**config.mk**
```make
export PLATFORM = sky130hd
export DESIGN_NAME = multi_zone_sprinkler_ctrl
export DESIGN_NICKNAME = d
export VERILOG_FILES = /design/src/rtl/multi_zone_sprinkler_ctrl.sv
export SDC_FILE = /design/constraint.sdc
export NUM_CORES = 1
export LEC_CHECK = 0
export ABC_CLOCK_PERIOD_IN_PS = 2300
export CORE_MARGIN = 2
export CORE_UTILIZATION = 40
export DETAILED_ROUTE_END_ITERATION = 16
export SKIP_LAST_GASP = 1
export SLEW_MARGIN = 20
export SYNTH_ARGS = -nofsm -noshare
export SYNTH_HDL_FRONTEND = slang
export SYNTH_SLANG_ARGS = --single-unit
```
**constraint.sdc**
```tcl
create_clock -name clk -period 2.3 [get_ports clk]
set_input_delay 0.69 -clock clk [delete_from_list [all_inputs] [get_ports clk]]
set_output_delay 0.69 -clock clk [all_outputs]
set_load 0.02 [all_outputs]
```
**src/rtl/multi_zone_sprinkler_ctrl.sv**
```systemverilog
// Multi-zone irrigation controller.
// Raw sensor pins are synchronised and debounced. Zones are then watered one at
// a time in round-robin order. Each run ends on wet soil, an empty tank, a disable
// or a timeout, and every run is followed by a fixed soak period.
// Handshakes: none. All inputs are level-sampled, and fault_clr is a single-cycle
// pulse that takes effect on the edge where it is seen high.
module multi_zone_sprinkler_ctrl #(
  parameter int NUM_ZONES       = 4,
  parameter int DEBOUNCE_CYCLES = 16,
  parameter int MAX_ON_CYCLES   = 1000,
  parameter int SOAK_CYCLES     = 100,
  localparam int ZW             = $clog2(NUM_ZONES)
) (
  input  logic                 clk,
  input  logic                 rst_n,
  input  logic                 enable,
  input  logic [NUM_ZONES-1:0] dry,
  input  logic                 water_ok,
  input  logic                 fault_clr,
  output logic [NUM_ZONES-1:0] valve,
  output logic                 relay_n,
  output logic                 buzzer,
  output logic                 busy,
  output logic [ZW-1:0]        active_zone,
  output logic [NUM_ZONES-1:0] zone_fault,
  output logic [1:0]           dbg_state
);

  localparam int DBW = $clog2(DEBOUNCE_CYCLES) + 1;
  localparam int ONW = $clog2(MAX_ON_CYCLES) + 1;
  localparam int SKW = $clog2(SOAK_CYCLES) + 1;
  localparam logic [DBW-1:0] DB_LAST   = DBW'(DEBOUNCE_CYCLES - 1);
  localparam logic [ONW-1:0] ON_LAST   = ONW'(MAX_ON_CYCLES - 1);
  localparam logic [SKW-1:0] SOAK_LAST = SKW'(SOAK_CYCLES - 1);
  localparam logic [ZW-1:0]  ZONE_LAST = ZW'(NUM_ZONES - 1);
  // The tank bit sits above the moisture bits. It idles at 1 (water present).
  localparam logic [NUM_ZONES:0] IN_RESET = {1'b1, {NUM_ZONES{1'b0}}};

  typedef enum logic [1:0] {
    ST_IDLE  = 2'd0,
    ST_WATER = 2'd1,
    ST_SOAK  = 2'd2
  } state_t;

  logic [NUM_ZONES:0]   r_sync1;
  logic [NUM_ZONES:0]   r_sync2;
  logic [NUM_ZONES:0]   r_db;
  logic [DBW-1:0]       r_db_cnt [NUM_ZONES+1];

  state_t               r_state;
  logic [NUM_ZONES-1:0] r_valve;
  logic                 r_relay_n;
  logic                 r_buzzer;
  logic [ZW-1:0]        r_active_zone;
  logic [NUM_ZONES-1:0] r_zone_fault;
  logic [ZW-1:0]        r_rr;
  logic [ONW-1:0]       r_on_cnt;
  logic [SKW-1:0]       r_soak_cnt;

  state_t               w_state;
  logic [NUM_ZONES-1:0] w_valve;
  logic                 w_relay_n;
  logic [ZW-1:0]        w_active_zone;
  logic [NUM_ZONES-1:0] w_zone_fault;
  logic [NUM_ZONES-1:0] w_fault_set;
  logic [ZW-1:0]        w_rr;
  logic [ONW-1:0]       w_on_cnt;
  logic [SKW-1:0]       w_soak_cnt;
  logic                 w_exit;

  logic [NUM_ZONES-1:0] w_dry_db;
  logic                 w_water_db;
  logic [NUM_ZONES-1:0] w_eligible;
  logic                 w_found;
  logic [ZW-1:0]        w_pick;
  logic [ZW-1:0]        w_cand;
  logic [ZW-1:0]        w_rr_next;

  assign w_dry_db   = r_db[NUM_ZONES-1:0];
  assign w_water_db = r_db[NUM_ZONES];
  assign w_eligible = w_dry_db & ~r_zone_fault;
  assign w_rr_next  = (r_active_zone == ZONE_LAST) ? '0 : r_active_zone + 1'b1;

  // Two-flop synchroniser for all asynchronous sensor pins.
  always_ff @(posedge clk or negedge rst_n) begin
    if (!rst_n) begin
      r_sync1 <= IN_RESET;
      r_sync2 <= IN_RESET;
    end else begin
      r_sync1 <= {water_ok, dry};
      r_sync2 <= r_sync1;
    end
  end

  // Per-bit debouncer. The output flips only after DEBOUNCE_CYCLES consecutive differing edges.
  always_ff @(posedge clk or negedge rst_n) begin
    if (!rst_n) begin
      r_db <= IN_RESET;
      for (int i = 0; i <= NUM_ZONES; i++) r_db_cnt[i] <= '0;
    end else begin
      for (int i = 0; i <= NUM_ZONES; i++) begin
        if (r_sync2[i] != r_db[i]) begin
          if (r_db_cnt[i] == DB_LAST) begin
            r_db[i]     <= r_sync2[i];
            r_db_cnt[i] <= '0;
          end else begin
            r_db_cnt[i] <= r_db_cnt[i] + 1'b1;
          end
        end else begin
          r_db_cnt[i] <= '0;
        end
      end
    end
  end

  // Round-robin search: take the first eligible zone at or after the pointer, wrapping.
  always_comb begin
    w_found = 1'b0;
    w_pick  = '0;
    w_cand  = '0;
    for (int k = 0; k < NUM_ZONES; k++) begin
      w_cand = ZW'((int'(r_rr) + k) % NUM_ZONES);
      if (!w_found && w_eligible[w_cand]) begin
        w_found = 1'b1;
        w_pick  = w_cand;
      end
    end
  end

  // Next-state and next-output logic for the watering FSM.
  always_comb begin
    w_state       = r_state;
    w_valve       = r_valve;
    w_relay_n     = r_relay_n;
    w_active_zone = r_active_zone;
    w_rr          = r_rr;
    w_on_cnt      = r_on_cnt;
    w_soak_cnt    = r_soak_cnt;
    w_fault_set   = '0;
    w_exit        = 1'b0;
    case (r_state)
      ST_IDLE: begin
        if (enable && w_water_db && w_found) begin
          w_state       = ST_WATER;
          w_active_zone = w_pick;
          w_valve       = {{(NUM_ZONES-1){1'b0}}, 1'b1} << w_pick;
          w_relay_n     = 1'b0;
          w_on_cnt      = '0;
        end
      end
      ST_WATER: begin
        w_on_cnt = r_on_cnt + 1'b1;
        // Exit causes are checked in priority order. Only the timeout records a fault.
        if (!enable || !w_water_db) begin
          w_exit = 1'b1;
        end else if (!w_dry_db[r_active_zone]) begin
          w_exit = 1'b1;
        end else if (r_on_cnt == ON_LAST) begin
          w_exit = 1'b1;
          w_fault_set[r_active_zone] = 1'b1;
        end
        if (w_exit) begin
          w_state    = ST_SOAK;
          w_valve    = '0;
          w_relay_n  = 1'b1;
          w_rr       = w_rr_next;
          w_soak_cnt = '0;
        end
      end
      ST_SOAK: begin
        if (r_soak_cnt == SOAK_LAST) begin
          w_state = ST_IDLE;
        end else begin
          w_soak_cnt = r_soak_cnt + 1'b1;
        end
      end
      default: begin
        w_state   = ST_IDLE;
        w_valve   = '0;
        w_relay_n = 1'b1;
      end
    endcase
    // A timeout on the same edge as fault_clr still leaves its new fault bit set.
    w_zone_fault = (fault_clr ? '0 : r_zone_fault) | w_fault_set;
  end

  // State and output registers. All outputs change on the same edge as the state.
  always_ff @(posedge clk or negedge rst_n) begin
    if (!rst_n) begin
      r_state       <= ST_IDLE;
      r_valve       <= '0;
      r_relay_n     <= 1'b1;
      r_buzzer      <= 1'b0;
      r_active_zone <= '0;
      r_zone_fault  <= '0;
      r_rr          <= '0;
      r_on_cnt      <= '0;
      r_soak_cnt    <= '0;
    end else begin
      r_state       <= w_state;
      r_valve       <= w_valve;
      r_relay_n     <= w_relay_n;
      r_buzzer      <= ~w_water_db;
      r_active_zone <= w_active_zone;
      r_zone_fault  <= w_zone_fault;
      r_rr          <= w_rr;
      r_on_cnt      <= w_on_cnt;
      r_soak_cnt    <= w_soak_cnt;
    end
  end

  assign valve       = r_valve;
  assign relay_n     = r_relay_n;
  assign buzzer      = r_buzzer;
  assign busy        = (r_state != ST_IDLE);
  assign active_zone = r_active_zone;
  assign zone_fault  = r_zone_fault;
  assign dbg_state   = r_state;

endmodule
```
; ---- Word-level counts from Yosys, hierarchy flattened
; Index checks and enable logic that the tools add are counted.
[totals]
reg_bits = 75
latchBits = 0
ramBits = 0
mem_bits_ro = 0
inputBits = 9
out_inout_bits = 15
elab_cells = 145
n_memories = 0
[classes]
n_addsub = 11
n_mul = 0
n_div = 0
n_lt_le_gt_ge = 6
n_eq_ne = 19
shift = 1
mux = 55
bitwise = 5
n_reduce_logical = 27
[ops]
columns = op, n
row1 = two-way mux 5 bit, 10
row2 = two-way mux 4 bit, 7
row3 = adder 5 x 1 -> 5 bit (second input constant), 5
row4 = equality test 5 x 4 -> 1 bit (second input constant), 5
row5 = one-hot mux 11 bit (2 select lines), 1
row6 = two-way mux 1 bit, 16
row7 = two-way mux 2 bit, 8
row8 = two-way mux 8 bit, 2
row9 = one-hot mux 8 bit (2 select lines), 1
row10 = AND reduction 2 bit, 8
row11 = less-than comparator 2 x 3 -> 1 bit (second input constant), 5
row12 = one-hot mux 4 bit (3 select lines), 1
row13 = adder 11 x 1 -> 11 bit (second input constant), 1
row14 = equality test 11 x 10 -> 1 bit (second input constant), 1
row15 = two-way mux 11 bit, 1
row16 = binary-select mux 1 bit (select 2 bit), 5
row17 = AND reduction 3 bit, 3
row18 = adder 8 x 1 -> 8 bit (second input constant), 1
row19 = equality test 8 x 7 -> 1 bit (second input constant), 1
row20 = inequality test 2 bit (second input constant), 4
row21 = logical AND 1 bit, 6
row22 = one-hot mux 2 bit (3 select lines), 1
row23 = nonzero test 2 bit, 3
row24 = zero test 1 bit, 5
row25 = 15 further kinds, 23

; ---- Depth between registers and ports, before layout
[depth]
depth_word = 17
ltp_mapped = 6
depth_no_buf = 6

; ---- Least setup slack after synthesis
; Ideal clock, no wire load.
[synth_path]
kind = flip-flop to flip-flop
from = register r_soak_cnt[0]
to = register r_soak_cnt[6]
setup_time_ns = 0.079
arrival_time_ns = 1.708
t_required_ns = 2.221
slack_ns = 0.513
path_stages_with_launch = 7
n_path_buf = 0
period_less_slack_ns = 1.787
cell_sequence = dfrtp_1 -> ha_1 -> or4b_4 -> o31ai_4 -> a31oi_2 -> nand4_1 -> mux2i_1
[synth_via]
elab_chain_len = 3
word_cells_on_any_way = 6
cone_classes = add/sub: 1 / eq/ne: 2 / mux: 2 / reduce/logical: 1
[synth_lines]
columns = item, line_no
row1 = start: declaration, 58  ; logic [SKW-1:0] r_soak_cnt;
row2 = start signal: assignment, 208  ; r_soak_cnt <= w_soak_cnt;
row3 = adder 8 x 1 -> 8 bit / equality test 8 x 7 -> 1 bit (equally long branches), "174, 171"
row4 = two-way mux 8 bit / inequality test 2 bit (equally long branches), -
row5 = one-hot mux 8 bit (2 select lines) / AND reduction 3 bit (equally long branches), -
; Several ways; a longest one is shown, not always the timed one. The select of a mux whose other input is x is not followed.
; A chain may end at the register's enable or synchronous reset.

; ---- Worst setup path in the final report
[layout_path]
from = register r_relay_n, in the netlist relay_n
to = output relay_n
[layout_rtl]
columns = item, line_no
row1 = start: declaration, 52  ; logic r_relay_n;
row2 = start signal: assignment, 202  ; r_relay_n <= w_relay_n;
row3 = end: declaration, 21  ; output logic relay_n,
; No word-level cell between the ends.

==> key figures <==
Clock network
  • Worst-path clk slew: about 0.070 ns
  • Post-CTS setup repair buffer count: 0
  • H-Tree Level Count: 3
  • Root Buffer: clkbuf_8
  • Latest clock arrival within the worst-skew pair: around 0.35 ns
  • Clock buffer depth: 2
  • Clock Sinks: 75
  • CTS tree: built
  • Total CTS buffers: 9

Setup path
  • CP Capture Type: primary output
  • Max incr delay on CP: approximately 0.60 ns
  • R2R setup slack: about 0.31 ns
  • WS Path Type: reg -> out
  • Data required, critical path: approximately 1.6 ns
  • Crit path max-delay family: buffers and inverters
  • CP max-delay cell: clkdlybuf4s50_1
  • Peak fanout along the critical path: 2
  • CP cell instances: clkdlybuf4s50_1
  • Reg2reg end: r_soak_cnt[6]
  • CP Buf/Inv Count: 1
  • R2R depth: 6
  • Worst reg2reg path startpoint: r_soak_cnt[0]
  • WP data arrival: roughly 1.5 ns
  • CP startpoint kind: flop

Synth
  • Post-synth EDFFs: 0
  • Post-Synthesis Cells: just under 300
  • Library cells used by synthesis: 45
  • Cell Area, Synth: ~3300 sq um
  • Ys Warns: 0
  • Syn Area/Cell: roughly 11 sq um
  • Main synth FF type: dfrtp_1
  • Seq/Total Area, Yosys: 0.5699
  • Syn Nets: between 300 and 400
  • Post-synth ARST share: 1.000
  • FF+latch count, synth: 75

STA
  • Crit path time final: 2.181 ns
  • Setup violations, final: 0
  • Fin crit share: 0.9482
  • Final Hold Viols: 0
  • Slew margin rel.: 0.6932
  • Max-slew violations: 0
  • RSZ-0062 raised after global routing: false
  • Worst slew pin tran: about 0.46 ns
  • Worst clock skew: about 0.009 ns
  • Sum of negative setup slack: 0 ns
  • Max Clk Rate: 458.5 MHz

Global routing
  • Largest net degree at the start of global routing: 43
  • Vias in the first global route: 2216
  • First-pass GRT wire length: 10.50 mm
  • Remaining Overflow, GRT: 0
  • Initial antenna violation count: 0
  • GRT Total Usage: 0.1533

Power and ir drop
  • Leakage: roughly 1.8 nW
  • Psw: 530.4 uW
  • Logic pwr share: 0.035
  • Clk pwr share: 0.416
  • Sequential power share: 0.549
  • Total power: 2.494 mW
  • P_int: around 2.0 mW
  • Sw frac: 0.2127
  • VDD IR max: around 0.00033 V
  • Power Density: ~630 nW/um^2

Floorplan
  • DIE HEIGHT: 94.86 um
  • Die Wd: between 90 and 100 um
  • Num ports: 24
  • Core ar.: a little over 8000 sq um
  • Die Area: between 8000 and 9000 sq um
  • Initial core utilization: 0.4080
  • Row count: 33

Run status
  • Status: completed

Detailed routing
  • DR iter-0 viols: 79
  • DRT antenna net count: 0
  • Pre-antenna DRT Iters: 4
  • DRC: 0
  • Routed WL per cell: about 13 um
  • Total vias in the final route: about 2200
  • Via density: 4.916
  • Total routed wirelength: around 5.9 mm

Final layout
  • Antenna diodes: 0
  • Nets: approximately 350
  • Syn-to-layout area delta: 19.14%
  • Commonest non-fill, non-tap cell in the layout: dfrtp_1
  • Commonest non-fill, non-tap cells in the layout: 70 x dfrtp_1, 37 x nor2_1, 25 x xor2_1, 21 x nand2_1, 21 x clkdlybuf4s50_1
  • Fraction of layout cells with a size suffix above 1: 0.1246

Placement
  • IO Port Bufs: 23
  • Post-detail-place hpwl: 4.243 mm
  • GP Congestion: between 0.7 and 0.8

Job
  • MaxCap Viol Count: 0

Min path
  • Hold Crit Class: in -> async
-- through the flow --
| stage | hold WS, ns | instances | area [sq um] | setup slack [ns] | util |
|---|---|---|---|---|---|
| after global routing | 0.3013 | 442 | 3934 | 0.07582 | 0.4861 |
| after CTS | 0.2863 | 442 | 3930 | 0.04016 | 0.4856 |
| after detailed placement | 0.3379 | 428 | 3730 | 0.0003673 | 0.4609 |
| after floorplan | 0.3312 | 293 | 3302 | 0.5128 | - |
| after global placement | 0.3365 | 428 | 3730 | 0.02234 | 0.4609 |
| final | 0.2877 | 442 | 3934 | 0.1192 | 0.4861 |
-- cell families (layout without fill, tap and decap cells) --
family,count (synthesis),count (layout),share of synthesized area
XOR/XNOR,26,26,0.06897
multiplexers,11,11,0.03562
flip-flops,75,75,0.5699
AND/OR/NAND/NOR,120,120,0.1827
buffers and inverters,13,57,0.01478
adder cells (fa/ha/maj),11,11,0.04168
AO/OA/AOI/OAI,37,37,0.08640
-- repair_timing --
action                                  4_1_cts  5_1_grt
hold buffers                                  0        0
endpoints found under the setup margin        0        2
gates resized for setup                       0        2
endpoints found under the hold margin         0        0
-- power groups by stage --
stage | combinational [mW] | sequential [mW] | clock, mW
CTS | 0.0904 | 1.37 | 1.07
finish | 0.0870 | 1.37 | 1.04
global route | 0.106 | 1.37 | 1.12
detailed placement | 0.0903 | 1.39 | 0
global placement | 0.0892 | 1.39 | 0
floorplan | 0.0386 | 1.39 | 0
-- Yosys cell counts, types with 2 or more instances --
cell / number / share of area
nor2b_1: 3 / 0.0057
dfrtp_1: 71 / 0.54
o21ai_0: 11 / 0.017
nand2_1: 21 / 0.024
a21o_1: 3 / 0.0068
nand3_1: 18 / 0.027
o2bb2ai_1: 2 / 0.0053
nor2_1: 37 / 0.042
and3_1: 7 / 0.013
nand4_1: 6 / 0.011
xor2_1: 25 / 0.066
a21boi_0: 2 / 0.0045
a22o_1: 6 / 0.016
or3_1: 2 / 0.0038
and2_1: 8 / 0.015
ha_1: 11 / 0.042
o21ai_2: 2 / 0.0053
nand2b_1: 8 / 0.015
mux2i_1: 5 / 0.015
mux2_2: 6 / 0.020
inv_1: 12 / 0.014
dfstp_2: 4 / 0.032
-- worst max path at each step --
| stage | slack, ns | depth (start not counted) | endpoint | start |
|---|---|---|---|---|
| finish | 0.12 | 1 | relay_n | relay_n |
| global route | 0.08 | 1 | relay_n | relay_n |
| CTS | 0.04 | 1 | active_zone[0] | active_zone[0] |
| detailed placement | 0.0004 | 5 | relay_n | enable |
| global placement | 0.02 | 6 | valve[3] | enable |
| floorplan | 0.51 | 6 | r_soak_cnt[6] | r_soak_cnt[0] |
-- state kept, by name (all words and copies together) (netlist names) --
| signal | flops |
|---|---|
| r_soak_cnt | 8 |
| r_db | 5 |
| zone_fault | 4 |
| r_sync1 | 5 |
| r_rr | 2 |
| valve | 4 |
| relay_n | 1 |
| active_zone | 2 |
| r_on_cnt | 11 |
| buzzer | 1 |
| r_sync2 | 5 |
| r_db_cnt | 25 |
| dbg_state | 2 |
-- area by class of cell --
type / instances / area [sq um]
clock inverter: 2 / 35.03
clock buffer: 12 / 165.2
timing repair buffer: 31 / 302.8
multi-input combinational: 205 / 1371
fill: 776 / 4159
inverter: 12 / 45.04
tap: 105 / 131.4
sequential: 75 / 1883
-- routing by layer --
layer	vias to the layer above	track usage	share of wire
met5	-	0	0
met2	25	0.2335	0.44
met3	10	0.04310	0.039
li1	1089	-	-
met1	1049	0.2043	0.50
met4	0	0.06884	0.020
Note: power is estimated with default switching activity, not from simulation.
